**src/rtl/ws_inst_sequencer_pkg.sv**
```systemverilog
// ws_seq_pkg: shared types and constants for the weight-stationary instruction
// sequencer and its instruction packer.
//   - state_e        : sequencer FSM states
//   - BIT_* / *_LSB  : bit positions inside the 35-bit core instruction word
//   - inst_fields_t  : unpacked view of one instruction word
//   - INST_DEFAULT   : idle instruction (both SRAMs deselected, write-disabled)
package ws_seq_pkg;

  localparam int ADDR_BW = 11;
  localparam int INST_W  = 35;
  localparam int CNT_W   = 8;

  localparam int BIT_MODE     = 34;
  localparam int BIT_ACC      = 33;
  localparam int BIT_CEN_PMEM = 32;
  localparam int BIT_WEN_PMEM = 31;
  localparam int A_PMEM_LSB   = 20;
  localparam int BIT_CEN_XMEM = 19;
  localparam int BIT_WEN_XMEM = 18;
  localparam int A_XMEM_LSB   = 7;
  localparam int BIT_OFIFO_RD = 6;
  localparam int BIT_IFIFO_WR = 5;
  localparam int BIT_IFIFO_RD = 4;
  localparam int BIT_L0_RD    = 3;
  localparam int BIT_L0_WR    = 2;
  localparam int BIT_EXECUTE  = 1;
  localparam int BIT_LOAD     = 0;

  typedef enum logic [3:0] {
    IDLE, WL0, WPE, WDR, AL0, EXE, EDR, ORD, NXT, DONE
  } state_e;

  typedef struct packed {
    logic               mode;
    logic               acc;
    logic               cen_pmem;
    logic               wen_pmem;
    logic [ADDR_BW-1:0] a_pmem;
    logic               cen_xmem;
    logic               wen_xmem;
    logic [ADDR_BW-1:0] a_xmem;
    logic               ofifo_rd;
    logic               ififo_wr;
    logic               ififo_rd;
    logic               l0_rd;
    logic               l0_wr;
    logic               execute;
    logic               load;
  } inst_fields_t;

  localparam inst_fields_t INST_FIELDS_DEFAULT = '{
    mode: 1'b0, acc: 1'b0, cen_pmem: 1'b1, wen_pmem: 1'b1, a_pmem: '0,
    cen_xmem: 1'b1, wen_xmem: 1'b1, a_xmem: '0, ofifo_rd: 1'b0,
    ififo_wr: 1'b0, ififo_rd: 1'b0, l0_rd: 1'b0, l0_wr: 1'b0,
    execute: 1'b0, load: 1'b0
  };

  localparam logic [INST_W-1:0] INST_DEFAULT =
      (INST_W'(1) << BIT_CEN_PMEM) | (INST_W'(1) << BIT_WEN_PMEM) |
      (INST_W'(1) << BIT_CEN_XMEM) | (INST_W'(1) << BIT_WEN_XMEM);

endpackage

```
**src/rtl/ws_inst_sequencer_if.sv**
```systemverilog
// ws_inst_sequencer_if: control/instruction bundle between the sequencer
// (master) and the host/core side (slave).
//   start       host -> seq  one-cycle start pulse
//   ofifo_valid core -> seq  OFIFO holds a psum row
//   busy        seq  -> host pass in progress
//   done        seq  -> host one-cycle completion pulse
//   kij_idx     seq  -> host current kernel position
//   inst        seq  -> core 35-bit instruction word
interface ws_inst_sequencer_if;
  logic                          start;
  logic                          ofifo_valid;
  logic                          busy;
  logic                          done;
  logic [3:0]                    kij_idx;
  logic [ws_seq_pkg::INST_W-1:0] inst;

  modport master (input start, input ofifo_valid,
                  output busy, output done, output kij_idx, output inst);
  modport slave  (output start, output ofifo_valid,
                  input busy, input done, input kij_idx, input inst);
endinterface

```
**src/rtl/ws_inst_sequencer_pack.sv**
```systemverilog
// ws_inst_pack: purely combinational packer from named instruction fields to
// the 35-bit core instruction word. Shared with other sequencer flavours.
//   fields : inst_fields_t view of the instruction
//   inst   : packed instruction word
module ws_inst_pack
  import ws_seq_pkg::*;
(
  input  inst_fields_t      fields,
  output logic [INST_W-1:0] inst
);
  always_comb begin
    inst                              = '0;
    inst[BIT_MODE]                    = fields.mode;
    inst[BIT_ACC]                     = fields.acc;
    inst[BIT_CEN_PMEM]                = fields.cen_pmem;
    inst[BIT_WEN_PMEM]                = fields.wen_pmem;
    inst[A_PMEM_LSB +: ADDR_BW]       = fields.a_pmem;
    inst[BIT_CEN_XMEM]                = fields.cen_xmem;
    inst[BIT_WEN_XMEM]                = fields.wen_xmem;
    inst[A_XMEM_LSB +: ADDR_BW]       = fields.a_xmem;
    inst[BIT_OFIFO_RD]                = fields.ofifo_rd;
    inst[BIT_IFIFO_WR]                = fields.ififo_wr;
    inst[BIT_IFIFO_RD]                = fields.ififo_rd;
    inst[BIT_L0_RD]                   = fields.l0_rd;
    inst[BIT_L0_WR]                   = fields.l0_wr;
    inst[BIT_EXECUTE]                 = fields.execute;
    inst[BIT_LOAD]                    = fields.load;
  end
endmodule

```
**src/rtl/ws_inst_sequencer.sv**
```systemverilog
// ws_inst_sequencer: generates the core instruction stream for one full
// weight-stationary convolution pass over all LEN_KIJ kernel positions.
// Per kij: load COL weight rows into L0, push them into the PEs, drain,
// load LEN_NIJ activation rows, execute, drain, then write back LEN_NIJ psum
// rows paced by ofifo_valid.
// Ports: clk, reset (async, active-low), bus (ws_inst_sequencer_if.master:
// start, ofifo_valid in; busy, done, kij_idx, inst out).
// Optional feature macro WS_SEQ_ACC_EN: in-place psum accumulation (every kij
// writes psum rows from address 0, with acc set for kij > 0).
module ws_inst_sequencer
  import ws_seq_pkg::*;
#(
  parameter int COL       = 8,
  parameter int LEN_NIJ   = 36,
  parameter int LEN_KIJ   = 9,
  parameter int DRAIN_CYC = 10,
  parameter int W_BASE    = 1024
) (
  input logic                 clk,
  input logic                 reset,
  ws_inst_sequencer_if.master bus
);
  localparam logic [CNT_W-1:0]   WL0_LAST = CNT_W'(COL - 1);
  localparam logic [CNT_W-1:0]   WPE_LAST = CNT_W'(2 * COL);
  localparam logic [CNT_W-1:0]   DRN_LAST = CNT_W'(DRAIN_CYC - 1);
  localparam logic [CNT_W-1:0]   AL0_LAST = CNT_W'(LEN_NIJ - 1);
  localparam logic [CNT_W-1:0]   EXE_LAST = CNT_W'(LEN_NIJ);
  localparam logic [CNT_W-1:0]   ORD_LAST = CNT_W'(LEN_NIJ - 1);
  localparam logic [3:0]         KIJ_LAST = 4'(LEN_KIJ - 1);
  localparam logic [ADDR_BW-1:0] W_BASE_A  = ADDR_BW'(W_BASE);
  localparam logic [ADDR_BW-1:0] COL_A     = ADDR_BW'(COL);
  localparam logic [ADDR_BW-1:0] LEN_NIJ_A = ADDR_BW'(LEN_NIJ);

  state_e             state_q, state_d;
  logic [CNT_W-1:0]   cnt_q, cnt_d;
  logic [3:0]         kij_q, kij_d;
  logic               busy_q, busy_d;
  logic               done_q, done_d;
  logic [INST_W-1:0]  inst_q, inst_d;
  inst_fields_t       fields;
  logic [ADDR_BW-1:0] kij_a, cnt_a;

  assign kij_a = ADDR_BW'(kij_q);
  assign cnt_a = ADDR_BW'(cnt_q);

  // Next state, counter and status flags.
  always_comb begin
    state_d = state_q;
    cnt_d   = cnt_q + 1'b1;
    kij_d   = kij_q;
    busy_d  = busy_q;
    case (state_q)
      IDLE: if (bus.start) begin
        state_d = WL0;
        busy_d  = 1'b1;
      end
      WL0: if (cnt_q == WL0_LAST) state_d = WPE;
      WPE: if (cnt_q == WPE_LAST) state_d = WDR;
      WDR: if (cnt_q == DRN_LAST) state_d = AL0;
      AL0: if (cnt_q == AL0_LAST) state_d = EXE;
      EXE: if (cnt_q == EXE_LAST) state_d = EDR;
      EDR: if (cnt_q == DRN_LAST) state_d = ORD;
      ORD: begin
        // Only consumed psum rows advance the counter; stall otherwise.
        if (!bus.ofifo_valid)        cnt_d   = cnt_q;
        else if (cnt_q == ORD_LAST)  state_d = NXT;
      end
      NXT: begin
        if (kij_q == KIJ_LAST) begin
          state_d = DONE;
          busy_d  = 1'b0;  // busy drops as done rises
        end else begin
          kij_d   = kij_q + 4'd1;
          state_d = WL0;
        end
      end
      DONE: begin
        state_d = IDLE;
        kij_d   = '0;
      end
      default: state_d = IDLE;
    endcase
    if (state_d != state_q) cnt_d = '0;
    done_d = (state_d == DONE);
  end

  // Instruction fields for the current state; registered one cycle later.
  always_comb begin
    fields = INST_FIELDS_DEFAULT;
    case (state_q)
      WL0: begin
        fields.cen_xmem = 1'b0;
        fields.a_xmem   = W_BASE_A + kij_a * COL_A + cnt_a;
        fields.l0_wr    = 1'b1;
      end
      WPE: begin
        fields.l0_rd = 1'b1;
        fields.load  = 1'b1;
      end
      AL0: begin
        fields.cen_xmem = 1'b0;
        fields.a_xmem   = cnt_a;
        fields.l0_wr    = 1'b1;
      end
      EXE: begin
        fields.l0_rd   = 1'b1;
        fields.execute = 1'b1;
      end
      ORD: begin
`ifdef WS_SEQ_ACC_EN
        fields.acc = (kij_q != 4'd0);
`endif
        if (bus.ofifo_valid) begin
          fields.ofifo_rd = 1'b1;
          fields.cen_pmem = 1'b0;
          fields.wen_pmem = 1'b0;
`ifdef WS_SEQ_ACC_EN
          fields.a_pmem   = cnt_a;
`else
          fields.a_pmem   = kij_a * LEN_NIJ_A + cnt_a;
`endif
        end
      end
      default: ;
    endcase
  end

  ws_inst_pack u_pack (
    .fields (fields),
    .inst   (inst_d)
  );

  always_ff @(posedge clk or negedge reset) begin
    if (!reset) begin
      state_q <= IDLE;
      cnt_q   <= '0;
      kij_q   <= '0;
      busy_q  <= 1'b0;
      done_q  <= 1'b0;
      inst_q  <= INST_DEFAULT;
    end else begin
      state_q <= state_d;
      cnt_q   <= cnt_d;
      kij_q   <= kij_d;
      busy_q  <= busy_d;
      done_q  <= done_d;
      inst_q  <= inst_d;
    end
  end

  assign bus.busy    = busy_q;
  assign bus.done    = done_q;
  assign bus.kij_idx = kij_q;
  assign bus.inst    = inst_q;

endmodule

```
**src/flat_wrapper.sv**
```systemverilog
// flat-port wrapper written by rule: the top's interface ports become plain ports
module ws_inst_sequencer_flat import ws_seq_pkg::*;
#(
  parameter int COL       = 8,
  parameter int LEN_NIJ   = 36,
  parameter int LEN_KIJ   = 9,
  parameter int DRAIN_CYC = 10,
  parameter int W_BASE    = 1024
)
  (clk, reset, bus_start, bus_ofifo_valid, bus_busy, bus_done, bus_kij_idx, bus_inst);
  ws_inst_sequencer_if bus_i ();
  input logic clk;
  input logic reset;
  input wire logic [$bits(bus_i.start)-1:0] bus_start;
  input wire logic [$bits(bus_i.ofifo_valid)-1:0] bus_ofifo_valid;
  output wire logic [$bits(bus_i.busy)-1:0] bus_busy;
  output wire logic [$bits(bus_i.done)-1:0] bus_done;
  output wire logic [$bits(bus_i.kij_idx)-1:0] bus_kij_idx;
  output wire logic [$bits(bus_i.inst)-1:0] bus_inst;
  assign bus_i.start = bus_start;
  assign bus_i.ofifo_valid = bus_ofifo_valid;
  assign bus_busy = bus_i.busy;
  assign bus_done = bus_i.done;
  assign bus_kij_idx = bus_i.kij_idx;
  assign bus_inst = bus_i.inst;
  ws_inst_sequencer #(.COL(COL), .LEN_NIJ(LEN_NIJ), .LEN_KIJ(LEN_KIJ), .DRAIN_CYC(DRAIN_CYC), .W_BASE(W_BASE)) u_core (.clk(clk), .reset(reset), .bus(bus_i));
endmodule
```
**config.mk**
```make
export PLATFORM = sky130hd
export DESIGN_NAME = ws_inst_sequencer_flat
export DESIGN_NICKNAME = d
export VERILOG_FILES = /design/src/rtl/ws_inst_sequencer_pkg.sv /design/src/rtl/ws_inst_sequencer_if.sv /design/src/rtl/ws_inst_sequencer_pack.sv /design/src/rtl/ws_inst_sequencer.sv /design/src/flat_wrapper.sv
export SDC_FILE = /design/constraint.sdc
export NUM_CORES = 1
export LEC_CHECK = 0
export CORE_ASPECT_RATIO = 0.75
export CORE_UTILIZATION = 45
export DETAILED_ROUTE_END_ITERATION = 16
export PLACE_DENSITY = 0.69
export SETUP_SLACK_MARGIN = 0.1
export SLEW_MARGIN = 25
export SYNTH_ARGS = -nofsm -noshare
export SYNTH_HDL_FRONTEND = slang
export SYNTH_SLANG_ARGS = --single-unit
export TNS_END_PERCENT = 10
```
**constraint.sdc**
```tcl
create_clock -name clk -period 2.9 [get_ports clk]
set_input_delay 0.58 -clock clk [delete_from_list [all_inputs] [get_ports clk]]
set_output_delay 0.58 -clock clk [all_outputs]
set_load 0.01 [all_outputs]
```
* Word-level counts from Yosys, hierarchy flattened
Cells that the tools add are included.
** Word-level totals
- Register bits :: 48
- Bits of input ports :: 4
- Output and inout port bits :: 41
- Word-level logic and storage cells :: 69
** Operators by class
- Add/subtract/negate cells :: 5
- Multiply operators :: 1
- Eq/ne operators :: 21
- Mux-type cells :: 29
- Reductions and logical operators :: 7
** Operators with widths (count)
- 4-bit 2-to-1 mux :: 11
- 4-bit one-hot mux with 9 select lines :: 1
- 13-bit 2-to-1 mux :: 2
- 8-bit 2-to-1 mux :: 3
- 11-bit by 8-bit adder with 11-bit output :: 2
- 11-bit one-hot mux with 2 select lines :: 1
- 4-bit by 3-bit equality test with 1-bit output, second input constant :: 4
- 4-bit equality test, second input constant :: 4
- 8-bit by 6-bit equality test with 1-bit output, second input constant :: 2
- 11-bit by 7-bit adder with 11-bit output, first input constant :: 1
- 1-bit 2-to-1 mux :: 9
- 8-bit by 1-bit adder with 8-bit output, second input constant :: 1
- 4-bit by 2-bit equality test with 1-bit output, second input constant :: 2
- 8-bit by 3-bit equality test with 1-bit output, second input constant :: 1
- 8-bit by 4-bit equality test with 1-bit output, second input constant :: 1
- 8-bit by 5-bit equality test with 1-bit output, second input constant :: 1
- 4-bit by 4-bit multiplier with 8-bit output, second input constant :: 1
- 4-bit one-hot mux with 2 select lines :: 1
- 4-bit by 1-bit adder with 4-bit output, second input constant :: 1
- 4-bit by 1-bit equality test with 1-bit output, second input constant :: 1
- 4-bit zero test :: 1
- 2-bit != test, second input constant :: 2
- 4-bit != test :: 1
- 2-bit nonzero test :: 2
- other kinds (6) :: 7

* Depth between registers and ports, before layout
- Depth after elaboration :: 6
- Mapped depth :: 9
- Gate-level depth less buffers :: 9

* By module
Synthesis repeated with hierarchy kept, for this count alone.
** Unflattened totals
- Cells, all modules :: 287
- Area, all modules :: 3084.2 um2
** Modules (own cells, without submodules)
- ws_inst_sequencer :: instances 1, cells an instance 252, area each 2821.5 um2, sequential area each 1331.3 um2
- ws_inst_pack :: instances 1, cells an instance 35, area each 262.8 um2, sequential area each 0.0 um2

* Least setup slack after synthesis
No wires, ideal clock.
- Path type :: flip-flop to flip-flop
- Start point :: register u_core.kij_q[3], in the netlist u_core.bus.kij_idx[3]
- End point :: register u_core.inst_q[29], in the netlist u_core.bus.inst[29]
- Library setup time :: 0.136 ns
- Data arrival time :: 1.949 ns
- Required time :: 2.764 ns
- Path slack :: 0.815 ns
- Cell stages (with the launch flop) :: 10
- Buffers on the path :: 0
- Clock period less this slack :: 2.085 ns
- Cells stage by stage :: dfrtp_1 > ha_1 > ha_1 > ha_1 > ha_1 > nor2_1 > nor2_1 > nand2_1 > o2111ai_1 > a21oi_1
** RTL lines
- start: declaration :: RTL line ws_inst_sequencer.sv:36 : logic [3:0] kij_q, kij_d;
- start signal: assignment :: RTL line ws_inst_sequencer.sv:144 : kij_q <= kij_d;
- end signal: assignment :: RTL line ws_inst_sequencer.sv:147 : inst_q <= inst_d;
- end: declaration :: RTL line ws_inst_sequencer.sv:39 : logic [INST_W-1:0] inst_q, inst_d;

==> impl_results.md <==
- Maximum vdd drop: 0.224 mV
- Largest net degree at the start of global routing: 47
- I/O Buffers: 38
- Global-route wire length before repair: 8960 microns
- Shortest clock period the worst path allows after layout: 2.26 ns
- DRT antenna net count: 0
- Half-perimeter wire length after placement: 3860 microns
- Overall global routing resource usage: 20.1%
- Commonest non-fill, non-tap cell in the layout: dfrtp_1
- Post-CTS repair timing setup buffer count: 0
- Overall die area: 6050 sq um
- Layout-stage area growth over the synthesis result: 20.3%
- Area occupied by multi-input gates: 1310 sq um
- Routed vias: 2010
- Share of post-route cells with drive strength above 1: 6.80%
- Total core area: 5440 sq um
- Number of synthesis warnings: 0
- Clock tree from TritonCTS: yes
- Total grt overflow: 0
- Fraction of synthesis flops using an asynchronous set or reset pin: 100%
- Clock buffer depth: 2
- Effective utilization at floorplan: 47.5%
- I/O pin cnt: 45
- Final hold violation count: 0
- Fmax achieved: 0.442 GHz
- Drt first pass iters: 4
- Slew at the pin closest to its max-slew limit: 0.563 ns
- Setup repair after global routing missed its margin: no
- Slowest stage delay, CP: 0.49 ns
- Launch instance of the worst register-to-register path: u_core.bus.kij_idx[0]$_DFFE_PN0P_
- Nature of the critical path startpoint: flip-flop
- Dpl cells: 361
- Outcome: finished clean
- Post-detailed-route via-to-cell ratio: 5.45
- WL per Instance: 14.4 microns
- Number of library cell types mapped by synthesis: 48
- Detail Route met3 WL: 262 microns
- Endpoint class of the critical path: flip-flop
- Worst max-slew margin expressed relative to the limit: 62.5%
- Number of standard-cell rows in the floorplan: 23
- Period utilisation layout: 78.0%
- Horizontal die dimension: 89.5 microns
- Combined flip-flop and latch cell area: 1150 sq um
- Pleak: 1.45 nW
- Worst R2R Path Depth: 7
- List of cells traversed by the critical path: ha_1 -> fa_1 -> a211oi_1 -> o21bai_1 -> a21oi_1 -> xnor2_1 -> nor2_1
- Total detailed-routing wirelength: 5300 microns
- Most used cells in the layout excluding fill and tap cells: dfrtp_1, clkdlybuf4s50_1, nor2_1, nand2_1
- Hold-fix buffers, CTS: 0
- Post-synthesis cell count: 257
- Portion of the post-synthesis area used by sequential elements: 44.6%
- Critical path required time: 3.08 ns
- Max Fanout on Critical Path: 7
- Post-Synthesis Mean Instance Area: 10.1 sq um
- Number of antenna repair diodes: 0
- Min-delay worst type: primary input to async pin
- Highest routing layer actually used: met4
- Master of the slowest instance on the critical path: dfrtp_1
- Bufs and invs on worst path: 0
- Clock-pin slew on the worst setup and hold paths: 0.10 ns
- TritonCTS Buffers: 5
- Pins over their slew limit: 0
- Top FF cell, synth: dfrtp_1
- Clock insertion delay at the later pin of the skew report: 0.31 ns
- Capture instance of the worst register-to-register path: u_core.bus.inst[28]$_DFF_PN0_
- Routed metal-1 wire length: 2750 microns
- Reg-to-reg setup timing slack: 0.64 ns
- DRC violations left: 0
- Post-synthesis register bit count: 46
- Initial DRC Count: 131
- Count of endpoints failing setup in the final report: 0
- Clock tree sinks: 46
- Max_cap viols: 0
- Filler-free cell count of the finished design: 369
- Cell family contributing the most delay on the critical path: compound AO/OA/AOI/OAI gates
- Areal power density over the cells: 381 nW/um^2
- Skew final: 0.0143 ns
- Initial antenna violation count: 0
- Worst setup path class: flip-flop to flip-flop
- Layout filler cell count: 460
- Vertical die dimension: 67.6 microns
- Number of H-tree levels: 2
- Number of flops mapped to enable cells by yosys: 0
- Setup TNS: 0 ns
- Vias in the first global route: 1781
- Worst path arrival time: 2.44 ns
- Number of gates resized after cts: 0
- Met2 Routed Length: 2230 microns
- Post-Synthesis Cell Area: 2580 sq um
- Total Nets Final: 317
- Root buffer cell: clkbuf_8
- Routability congestion estimate: 0.871
[Yosys cell counts (all sizes together) (3+ instances only)]
cell type  count  area [sq um]
dfrtp         44          1100
nand2         21          78.8
nor2          21          78.8
a21oi         18          90.1
ha            18           225
buf           13          85.1
xnor2         12           105
inv            9          33.8
o21ai          9          45.0
nor2b          7          43.8
nor3           7          35.0
nand2b         5          31.3
nand4          5          31.3
a211oi         4          30.0
a21o           4          30.0
and3           4          25.0
nand3          4          20.0
nor4           4          46.3
o2111ai        4          35.0
xor2           4          35.0
clkbuf         3          11.3
o211ai         3          22.5
o21bai         3          22.5
[sequential cells by signal, summed over array words and instances, names as in the netlist]
register            cells
u_core.bus.busy         1
u_core.bus.done         1
u_core.bus.inst        28
u_core.bus.kij_idx      4
u_core.cnt_q            8
u_core.state_q          4
[cell families (layout without fill, tap and decap cells)]
logic type | Yosys count | in the layout | synth area share (%)
AND/OR/NAND/NOR | 91 | 91 | 19.1
AO/OA/AOI/OAI | 55 | 55 | 14.6
flip-flops | 46 | 46 | 44.6
buffers and inverters | 26 | 59 | 5.18
adder cells (fa/ha/maj) | 20 | 20 | 10.3
XOR/XNOR | 16 | 16 | 5.42
other | 2 | 6 | 0.291
multiplexers | 1 | 1 | 0.436
[routing by layer]
| layer | global-route usage [%] | vias up |
|---|---|---|
| met5 | 0 | - |
| met4 | 6.55 | 0 |
| met3 | 3.79 | 4 |
| met2 | 29.1 | 78 |
| met1 | 30.1 | 957 |
| li1 | - | 971 |
[worst reg2reg max path: stages, from the launching register on]
cell and delay (ns):
dfrtp_1 0.49, ha_1 0.28, fa_1 0.44, a211oi_1 0.34, o21bai_1 0.14, a21oi_1 0.26, xnor2_1 0.15, nor2_1 0.05
[layout make-up]
class                   count  share of cell area [%]
clock buffers               5                    2.21
inverters                  10                    1.21
clock inverters             3                    1.41
repair buffers             41                    12.9
multi-input cells         189                    42.2
well taps                  75                    3.02
flip-flops and latches     46                    37.1
[power breakdown]
part           total (mW)  internal [mW]  switching [mW]
clock network       0.483          0.258           0.225
logic              0.0495         0.0167          0.0329
registers           0.651          0.646         0.00495
total                1.18          0.921           0.263
[stage by stage]
stage | util (%) | total power [mW] | cell area, sq um | setup WS, ns | hold WS (ns)
finish | 57.2 | 1.18 | 3110 | 0.638 | 0.264
global route | 57.2 | 1.23 | 3110 | 0.458 | 0.306
CTS | 57.1 | 1.20 | 3110 | 0.631 | 0.475
detailed placement | 55.0 | 0.714 | 2990 | 0.405 | 0.511
global placement | 55.0 | 0.713 | 2990 | 0.540 | 0.505
floorplan | - | 0.693 | 2600 | 0.815 | 0.284
[worst max path at each step]
stage / start / end / cells after the start
floorplan: u_core.bus.kij_idx[3]$_DFFE_PN0P_ / u_core.bus.inst[29]$_DFF_PN0_ / 9
global placement: bus_ofifo_valid / u_core.cnt_q[2]$_DFFE_PN0P_ / 5
detailed placement: bus_ofifo_valid / u_core.cnt_q[2]$_DFFE_PN0P_ / 5
CTS: u_core.bus.kij_idx[0]$_DFFE_PN0P_ / u_core.bus.inst[28]$_DFF_PN0_ / 7
global route: u_core.bus.kij_idx[0]$_DFFE_PN0P_ / u_core.bus.inst[28]$_DFF_PN0_ / 7
finish: u_core.bus.kij_idx[0]$_DFFE_PN0P_ / u_core.bus.inst[28]$_DFF_PN0_ / 7
(Power assumes the default switching activity.)
